$ cat src/rtl/uart_rx_fifo_pkg.sv
// Shared UART receive-path definitions: default FIFO depth, byte width and the
// RX-control status bit positions the controller maps the FIFO flags onto.
package uart_rx_fifo_pkg;

    localparam int UART_RX_FIFO_DEPTH = 16;
    localparam int UART_DATA_BITS     = 8;

    // Bit positions inside the controller's RX-control/status register.
    localparam int RXSTAT_VALID_BIT   = 0;
    localparam int RXSTAT_OVERRUN_BIT = 1;
    localparam int RXSTAT_BREAK_BIT   = 2;
    localparam int RXSTAT_IRQ_BIT     = 3;
    localparam int RXSTAT_BITS        = 4;

    typedef struct packed {
        logic irq;
        logic break_det;
        logic overrun;
        logic valid;
    } rx_status_t;

    function automatic logic [RXSTAT_BITS-1:0] pack_rx_status(input rx_status_t s);
        logic [RXSTAT_BITS-1:0] w;
        w                     = '0;
        w[RXSTAT_VALID_BIT]   = s.valid;
        w[RXSTAT_OVERRUN_BIT] = s.overrun;
        w[RXSTAT_BREAK_BIT]   = s.break_det;
        w[RXSTAT_IRQ_BIT]     = s.irq;
        return w;
    endfunction

endpackage

$ cat src/rtl/uart_fifo_mem.sv
// DEPTH x DATA_BITS register array: one synchronous write port, one
// asynchronous read port. Contents are deliberately not reset.
module uart_fifo_mem
    import uart_rx_fifo_pkg::*;
#(
    parameter int DEPTH     = UART_RX_FIFO_DEPTH,
    parameter int DATA_BITS = UART_DATA_BITS,
    parameter int AW        = $clog2(DEPTH)
) (
    input  logic                 clk,
    input  logic                 i_we,
    input  logic [AW-1:0]        i_waddr,
    input  logic [DATA_BITS-1:0] i_wdata,
    input  logic [AW-1:0]        i_raddr,
    output logic [DATA_BITS-1:0] o_rdata
);

    logic [DATA_BITS-1:0] r_mem [DEPTH];

    always_ff @(posedge clk) begin
        if (i_we) begin
            r_mem[i_waddr] <= i_wdata;
        end
    end

    assign o_rdata = r_mem[i_raddr];

endmodule

$ cat src/rtl/uart_rx_fifo.sv
// Receive FIFO between the UART bit receiver and the register block: FWFT
// storage plus sticky overrun/break flags and a level-threshold interrupt.
module uart_rx_fifo
    import uart_rx_fifo_pkg::*;
#(
    parameter int DEPTH     = UART_RX_FIFO_DEPTH,
    parameter int DATA_BITS = UART_DATA_BITS,
    localparam int AW       = $clog2(DEPTH)
) (
    input  logic                 clk,
    input  logic                 rst_n,
    input  logic                 i_in_valid,
    input  logic [DATA_BITS-1:0] i_in_data,
    input  logic                 i_in_break,
    input  logic                 i_pop,
    input  logic                 i_flush,
    input  logic                 i_stat_clr,
    input  logic [AW:0]          i_thresh,
    output logic [DATA_BITS-1:0] o_out_data,
    output logic                 o_out_valid,
    output logic [AW:0]          o_count,
    output logic                 o_full,
    output logic                 o_overrun,
    output logic                 o_break_det,
    output logic                 o_irq
);

    logic [AW:0]          r_wr_ptr;
    logic [AW:0]          r_rd_ptr;
    logic                 r_overrun;
    logic                 r_break_det;
    logic                 r_break_prev;
    logic                 r_irq;

    logic [AW:0]          w_count;
    logic                 w_full;
    logic                 w_empty;
    logic                 w_data_ok;
    logic                 w_push;
    logic                 w_pop;
    logic                 w_drop;
    logic                 w_break_rise;
    logic [AW:0]          w_wr_ptr_nxt;
    logic [AW:0]          w_rd_ptr_nxt;
    logic [AW:0]          w_count_nxt;
    logic [DATA_BITS-1:0] w_rdata;

    assign w_count = r_wr_ptr - r_rd_ptr;
    assign w_full  = (w_count == (AW+1)'(DEPTH));
    assign w_empty = (r_wr_ptr == r_rd_ptr);

    // A byte arriving during break is the break character, never data.
    assign w_data_ok    = i_in_valid && !i_in_break;
    assign w_pop        = i_pop && !w_empty;
    assign w_push       = w_data_ok && (!w_full || i_pop) && !i_flush;
    assign w_drop       = w_data_ok && w_full && !i_pop && !i_flush;
    assign w_break_rise = i_in_break && !r_break_prev;

    always_comb begin
        w_wr_ptr_nxt = r_wr_ptr;
        w_rd_ptr_nxt = r_rd_ptr;
        if (i_flush) begin
            w_wr_ptr_nxt = '0;
            w_rd_ptr_nxt = '0;
        end else begin
            if (w_push) w_wr_ptr_nxt = r_wr_ptr + 1'b1;
            if (w_pop)  w_rd_ptr_nxt = r_rd_ptr + 1'b1;
        end
    end

    assign w_count_nxt = w_wr_ptr_nxt - w_rd_ptr_nxt;

    always_ff @(posedge clk or negedge rst_n) begin
        if (!rst_n) begin
            r_wr_ptr     <= '0;
            r_rd_ptr     <= '0;
            r_overrun    <= 1'b0;
            r_break_det  <= 1'b0;
            r_break_prev <= 1'b0;
            r_irq        <= 1'b0;
        end else begin
            r_wr_ptr     <= w_wr_ptr_nxt;
            r_rd_ptr     <= w_rd_ptr_nxt;
            // Set events take priority over a same-cycle clear.
            r_overrun    <= w_drop || (r_overrun && !i_stat_clr);
            r_break_det  <= w_break_rise || (r_break_det && !i_stat_clr);
            r_break_prev <= i_in_break;
            r_irq        <= (i_thresh != '0) && (w_count_nxt >= i_thresh);
        end
    end

    uart_fifo_mem #(
        .DEPTH     (DEPTH),
        .DATA_BITS (DATA_BITS),
        .AW        (AW)
    ) u_mem (
        .clk     (clk),
        .i_we    (w_push),
        .i_waddr (r_wr_ptr[AW-1:0]),
        .i_wdata (i_in_data),
        .i_raddr (r_rd_ptr[AW-1:0]),
        .o_rdata (w_rdata)
    );

    assign o_out_valid = !w_empty;
    assign o_out_data  = w_empty ? '0 : w_rdata;
    assign o_count     = w_count;
    assign o_full      = w_full;
    assign o_overrun   = r_overrun;
    assign o_break_det = r_break_det;
    assign o_irq       = r_irq;

endmodule

$ cat config.mk
export PLATFORM = sky130hd
export DESIGN_NAME = uart_rx_fifo
export DESIGN_NICKNAME = d
export VERILOG_FILES = /design/src/rtl/uart_rx_fifo_pkg.sv /design/src/rtl/uart_fifo_mem.sv /design/src/rtl/uart_rx_fifo.sv
export SDC_FILE = /design/constraint.sdc
export NUM_CORES = 1
export LEC_CHECK = 0
export ABC_AREA = 0
export BUFFER_PORTS_ARGS = -buffer_cell sky130_fd_sc_hd__buf_4
export CAP_MARGIN = 20
export CORE_ASPECT_RATIO = 1.2
export CORE_UTILIZATION = 65
export DETAILED_ROUTE_END_ITERATION = 8
export PLACE_DENSITY = 0.94
export SYNTH_ARGS = -nofsm -noshare
export SYNTH_HDL_FRONTEND = slang
export SYNTH_HIERARCHICAL = 1
export SYNTH_SLANG_ARGS = --single-unit
$ cat constraint.sdc
create_clock -name clk -period 7.6 [get_ports clk]
set_clock_uncertainty 0.05 [all_clocks]
set_input_delay 0.76 -clock clk [delete_from_list [all_inputs] [get_ports clk]]
set_output_delay 0.76 -clock clk [all_outputs]
set_load 0.02 [all_outputs]
# Word level (Yosys, flattened, before mapping)
# Memories as Yosys holds them, arrays and structs flattened.
# Index checks and enable logic that the tools add are counted.
[op_classes] addsub=4 order_cmp=1 eq_ne=2 n_mux=7 n_reduce_logical=22
[ops] cell="$mux W5" n=4
[ops] cell="$logic_and A1 B1 Y1" n=11
[ops] cell="$add A5 B1 Y5 const B" n=2
[ops] cell="$sub A5 B5 Y5" n=2
[ops] cell="$mux W8" n=1
[ops] cell="$logic_not A1 Y1" n=7
[ops] cell="$eq A5 B5 Y1" n=1
[ops] cell="$eq A5 B5 Y1 const B" n=1
[ops] cell="$ge A5 B5 Y1" n=1
[ops] cell="$reduce_bool A5 Y1" n=1
[ops] cell="$logic_or A1 B1 Y1" n=3
[ops] cell="$mux W1" n=2
[word_totals] reg_bits=14 ram_bits=128 n_memories=1
[mem_list] name="u_mem.r_mem" words=16 word_bits=8 read_ports=1 rd_ports_with_merged_regs=0 write_ports=1 line_no="uart_fifo_mem.sv:18" source="logic [DATA_BITS-1:0] r_mem [DEPTH];"

# Longest topological paths before layout
[depth] depth_word=11 ltp_mapped=19 ltp_nobuf=19

# Cells and area by module
# Netlist, hierarchy kept.
[by_module_without_submodules] module="uart_fifo_mem" instances=1 cells_per_inst=221 area_each_um2=4987.3 seq_area_each_um2=3843.7
[by_module_without_submodules] module="uart_rx_fifo" instances=1 cells_per_inst=141 area_each_um2=1296.2 seq_area_each_um2=350.3

# Worst setup path after synthesis
# OpenSTA, ideal clock, no wires.
[synth_timing] kind="reg2reg" start="register r_wr_ptr[0]" end="register r_irq, in the netlist o_irq" setup_time_ns=0.128 arrival_time_ns=4.115 slack_ns=3.307 stages_incl_launch_ff=20 synth_period_minus_slack_ns=4.293 path_cell_list="dfrtp_1 > inv_1 > ha_1 > fa_1 > xnor2_1 > nor2_1 > mux2i_2 > o31ai_2 > xnor2_1 > or2_1 > ha_1 > fa_1 > inv_1 > ha_1 > a21oi_1 > nor2b_1 > o21ai_0 > nand2b_1 > a21oi_1 > a21oi_1"
[synth_between] elab_chain_len=11
[synth_lines] item="start, declared" line_no="uart_rx_fifo.sv:28" source="logic [AW:0] r_wr_ptr;"
[synth_lines] item="start signal, assigned" line_no="uart_rx_fifo.sv:82" source="r_wr_ptr <= w_wr_ptr_nxt;"
[synth_lines] item="$sub A5 B5 Y5" line_no="uart_rx_fifo.sv:48" source="assign w_count = r_wr_ptr - r_rd_ptr;"
[synth_lines] item="named net o_count[2]" line_no="uart_rx_fifo.sv:21" source="output logic [AW:0] o_count,"
[synth_lines] item="$eq A5 B5 Y1" line_no="uart_rx_fifo.sv:49" source="assign w_full = (w_count == (AW+1)'(DEPTH));"
[synth_lines] item="$logic_not A1 Y1" line_no="uart_rx_fifo.sv:55" source="assign w_push = w_data_ok && (!w_full || i_pop) && !i_flush;"
[synth_lines] item="$logic_or A1 B1 Y1" line_no="uart_rx_fifo.sv:55"
[synth_lines] item="$logic_and A1 B1 Y1 (2 in a row)" line_no="uart_rx_fifo.sv:55"
[synth_lines] item="$mux W5" line_no="uart_rx_fifo.sv:66" source="if (w_push) w_wr_ptr_nxt = r_wr_ptr + 1'b1;"
[synth_lines] item="$mux W5" line_no="uart_rx_fifo.sv:62" source="if (i_flush) begin"
[synth_lines] item="$sub A5 B5 Y5" line_no="uart_rx_fifo.sv:71" source="assign w_count_nxt = w_wr_ptr_nxt - w_rd_ptr_nxt;"
[synth_lines] item="$ge A5 B5 Y1" line_no="uart_rx_fifo.sv:88" source="r_irq <= (i_thresh != '0) && (w_count_nxt >= i_thresh);"
[synth_lines] item="$logic_and A1 B1 Y1" line_no="uart_rx_fifo.sv:88"
[synth_lines] item="end signal, assigned" line_no="uart_rx_fifo.sv:88"
[synth_lines] item="end, declared" line_no="uart_rx_fifo.sv:33" source="logic r_irq;"
# The timed path passes the listed nets, and every way through them passes these cells.

# Final worst setup path
[layout_timing] start="register r_rd_ptr[0]" end="register r_irq, in the netlist o_irq"
[layout_between] elab_chain_len=11
[layout_lines] item="start, declared" line_no="uart_rx_fifo.sv:29" source="logic [AW:0] r_rd_ptr;"
[layout_lines] item="start signal, assigned" line_no="uart_rx_fifo.sv:83" source="r_rd_ptr <= w_rd_ptr_nxt;"
[layout_lines] item="$sub A5 B5 Y5" line_no="uart_rx_fifo.sv:48"
[layout_lines] item="$eq A5 B5 Y1" line_no="uart_rx_fifo.sv:49"
[layout_lines] item="$logic_not A1 Y1" line_no="uart_rx_fifo.sv:55"
[layout_lines] item="$logic_or A1 B1 Y1" line_no="uart_rx_fifo.sv:55"
[layout_lines] item="$logic_and A1 B1 Y1 (2 in a row)" line_no="uart_rx_fifo.sv:55"
[layout_lines] item="$mux W5" line_no="uart_rx_fifo.sv:66"
[layout_lines] item="$mux W5" line_no="uart_rx_fifo.sv:62"
[layout_lines] item="$sub A5 B5 Y5 (*)" line_no="uart_rx_fifo.sv:71"
[layout_lines] item="$ge A5 B5 Y1 (*)" line_no="uart_rx_fifo.sv:88"
[layout_lines] item="$logic_and A1 B1 Y1 (*)" line_no="uart_rx_fifo.sv:88"
# Every way passes the cells marked *; elsewhere a longest branch is shown, timed or not.

==> run summary <==
The hold violation total from the final report was 0; the quantity of gates resized following cts was 0. The flow ran to the end, and the final reports show no timing, DRC or antenna violations. Across all register-to-register paths, the minimum setup slack is 2800 ps. The areal power density over the cells is 272 nW/um2, and the effective utilization at floorplan is 0.681.

Buffers inserted during clock tree synthesis total 17. The delay of the slowest cell on the worst path was 540 ps; the number of unique standard cell types used by synthesis was 48. The net switching component of the power is 472 uW, and the total length of routed wires is 14,500 um. TritonCTS built the clock tree. After detailed placement, the total cell area comes to 6660 um2. Across the run, the number of max-cap violations was 0. The y dimension of the die was 110 um; the number of cells on the worst reg-to-reg path was 17. The clock passes through at most 2 buffers. Setup repair after global routing left no endpoint under its margin. The number of antenna violations at the first check in global routing was 0.

The timing startpoint of the critical path is r_rd_ptr[0]. The die covers 10,100 um2. In the post-synthesis netlist, the biggest area contributors are sky130_fd_sc_hd__edfxtp_1 61%, sky130_fd_sc_hd__mux4_2 6.5%, sky130_fd_sc_hd__mux4_1 5.9%, sky130_fd_sc_hd__dfrtp_1 5.6%, sky130_fd_sc_hd__ha_1 3.0%.

Data on the critical path is required at its endpoint by 7940 ps. The buffering stage count on the worst path with inverters included came out at 2. The core footprint was 9220 um2; the multi-input combinational cell area was 1910 um2. For the post-CTS setup repair buffer count, the log shows 0.

The number of antenna diodes in the final layout is 0. STA puts the critical path data arrival time at 5150 ps. The proportion of synthesized chip area in sequential cells was 0.667; the worst ir drop on vdd was 148 uV.

Dividing the detail-routed wire length by the instance count gives 26.6 um. Post-route cell area: 7230 um2. In the routed layout, each cell is associated on average with a via count of 6.74. The final cycle utilization of the critical path was 0.632. The number of iterations in the first detailed-routing pass is 5, and the clock-pin slew of the registers on the worst-case setup and hold paths is 60 ps.

The overall global routing resource usage is 0.320, and the aggregate negative setup slack is 0 ps. In the final design database the tool counted 449 nets. After detailed routing, the number of remaining DRC violations is 0. The largest total area in the synthesized netlist belongs to sky130_fd_sc_hd__edfxtp_1. The detail route stage leaves a number of antenna-violating nets equal to 0. The cell with the biggest individual delay on the critical path was sky130_fd_sc_hd__o31ai_2. The highest achievable clock rate was 208 MHz; the minimum clock period was 4800 ps.

The number of global-route vias before repair is 3,773, and the global-route wire length before repair is 22,100 um. Relative to the synthesized area, the layout overhead comes to 15.1%. Synthesis produced a netlist with a net count of 399.

Global routing finished with a remaining overflow of 0. Fraction of registers with async set or reset after synthesis: 0.0986. Entering global routing, the biggest net connects 37 pins. The tightest hold path in the finished design has a slack of 32.3 ps. Hold repair after CTS inserted 0 buffers.

At the end of routability-driven placement, the weighted congestion stood at 0.846. The run gives 38 as the top-level I/O count. Measured along the x axis, the die boundary spans 91.8 um. CTS built an H-tree with a depth of 4.

The endpoint of the worst register-to-register path is o_irq. The leakage power of the design was 2.59 nW; the sequential share of power was 0.442. The number of synthesized register bits is 142. The setup path with the least slack is of type register to register.

For the clock share of power, the log shows 0.397. In this run the worst path has a maximum fanout of 31. Yosys mapped a number of flops with a built-in enable equal to 128. During placement, the flow inserted port buffers numbering 37. CTS placed an instance of sky130_fd_sc_hd__clkbuf_8 at the clock tree root.

The startpoint of the worst-slack reg-to-reg timing path was r_rd_ptr[0]. The tools report the combinational group share of total power as 0.161. The share of Yosys cell area claimed by the top area cell type works out to 0.612. For the pin with the worst max-slew slack, the measured transition is 1020 ps. After technology mapping, the gate count stands at 362.

Traced cell by cell, the critical path runs through buf_12 > ha_1 > fa_1 > inv_1 > nor4_2 > mux2i_2 > o31ai_2 > xnor2_1 > or2_1 > ha_1 > fa_1 > or2b_1 > o21ai_2 > xor2_1 > ha_1 > a21oi_1 > a21oi_1. The source-to-sink clock delay at the later pin of the worst-skew pair came out at 520 ps. The internal power consumption came out at 1.50 mW. The switching portion of total power came out at 0.240.

The mean post-synth cell area was 17.4 um2; the clock sink count was 142. Summing every instance area after synthesis gives 6280 um2. Startpoint kind of the worst setup timing path: a register. For this run, the leading register cell type out of synthesis is sky130_fd_sc_hd__edfxtp_1. In this design, the critical path's most frequently occurring cell is sky130_fd_sc_hd__ha_1. After filler insertion, the fill cell instance count of the layout stands at 480. The fraction of layout instances using a drive strength above 1 was 0.245. The kind of cell adding the most delay to the critical path was adder cells.

The worst relative slew slack was 0.318; the total via count after detailed routing was 3,676. Setup violations remaining at the end of the flow were counted as 0. The estimated wirelength of the detail-placed design was 8100 um. The run gives 0 as the final max-slew violation count. Count of yosys warnings during synthesis: 6.

The tools report the DRC marker count from the first detailed-route iteration as 416. Endpoint kind of the worst setup timing path: a register. Count of standard-cell rows: 38. The class of the tightest hold or removal check was input port to asynchronous set/reset pin.

The footprint of the flip-flops and latches was 4200 um2.
layout by cell type (no fill, tap or decap), drive strengths merged, types with 8 or more instances in the layout:
cell    count
buf        43
dfrtp      14
a22oi      16
mux4       32
a21oi       8
nand2      12
inv        22
nor2b      10
ha         15
edfxtp    128
nor2       29
clkbuf     23
cells in the mapped netlist, drive strengths merged, types with 5 or more instances:
master,n
xnor2,7
nand2b,6
a21oi,8
mux4,32
edfxtp,128
nand3,5
nor2,29
ha,15
buf,8
nor2b,10
xor2,7
dfrtp,14
inv,22
nand2,12
o21ai,5
a22oi,16
area by class of cell:
class	instances	area share
flip-flops and latches	142	0.580
well taps	120	0.0208
clock inverters	9	0.0163
repair buffers	43	0.0464
multi-input cells	185	0.264
inverters	23	0.0119
clock buffers	23	0.0604
worst register-to-register path, cell delays in order (launching register included):
cell                      delay, ps
sky130_fd_sc_hd__dfrtp_2        500
sky130_fd_sc_hd__buf_12         230
sky130_fd_sc_hd__ha_1           240
sky130_fd_sc_hd__fa_1           510
sky130_fd_sc_hd__inv_1           70
sky130_fd_sc_hd__nor4_2         310
sky130_fd_sc_hd__mux2i_2        180
sky130_fd_sc_hd__o31ai_2        540
sky130_fd_sc_hd__xnor2_1        140
sky130_fd_sc_hd__or2_1          250
sky130_fd_sc_hd__ha_1           240
sky130_fd_sc_hd__fa_1           420
sky130_fd_sc_hd__or2b_1         240
sky130_fd_sc_hd__o21ai_2        120
sky130_fd_sc_hd__xor2_1         190
sky130_fd_sc_hd__ha_1           260
sky130_fd_sc_hd__a21oi_1        140
sky130_fd_sc_hd__a21oi_1         50
power groups by stage:
stage | Clock [mW] | Combinational (mW) | Sequential [mW]
floorplan | 0 | 0.216 | 0.885
global placement | 0 | 0.273 | 0.904
detailed placement | 0 | 0.284 | 0.905
CTS | 0.793 | 0.290 | 0.890
global route | 0.821 | 0.338 | 0.871
finish | 0.782 | 0.316 | 0.871
flip-flops by register name, summed over array words and instances (netlist names):
name / flops
r_break_prev: 1
r_rd_ptr: 5
u_mem/r_mem: 128
o_irq: 1
r_wr_ptr: 5
o_overrun: 1
o_break_det: 1
cells by family (layout without fill, tap and decap cells):
family,count (synthesis),count (layout),share of synthesized area
compound gates,32,32,0.0396
xor+xnor,14,14,0.0243
fa+ha+maj,17,17,0.0362
buf+inv,35,98,0.0289
flops,142,142,0.667
mux,37,37,0.132
simple gates,85,85,0.0711
worst max-delay path by stage:
stage | end | slack (ps) | cells after the start
3_5_place_dp | o_irq | 2630 | 16
5_1_grt | o_irq | 2500 | 17
6_report | o_irq | 2800 | 17
4_1_cts | o_irq | 2580 | 16
2_1_floorplan | o_irq | 3310 | 19
3_3_place_gp | o_irq | 2840 | 18
per-stage QoR:
step	utilization	setup slack (ps)	total power, mW	instances
finish	0.784	2800	1.97	545
global route	0.784	2500	2.03	545
CTS	0.782	2580	1.97	544
detailed placement	0.722	2630	1.19	512
global placement	0.722	2840	1.18	512
floorplan	-	3310	1.10	362
metal layers:
metal | vias to the layer above | share of wire | global-route usage
li1 | 1506 | - | -
met4 | 0 | 0.049 | 0.182
met2 | 277 | 0.50 | 0.525
met1 | 1822 | 0.38 | 0.406
met5 | - | 0 | 0
met3 | 71 | 0.070 | 0.0657
(Power assumes the default switching activity.)
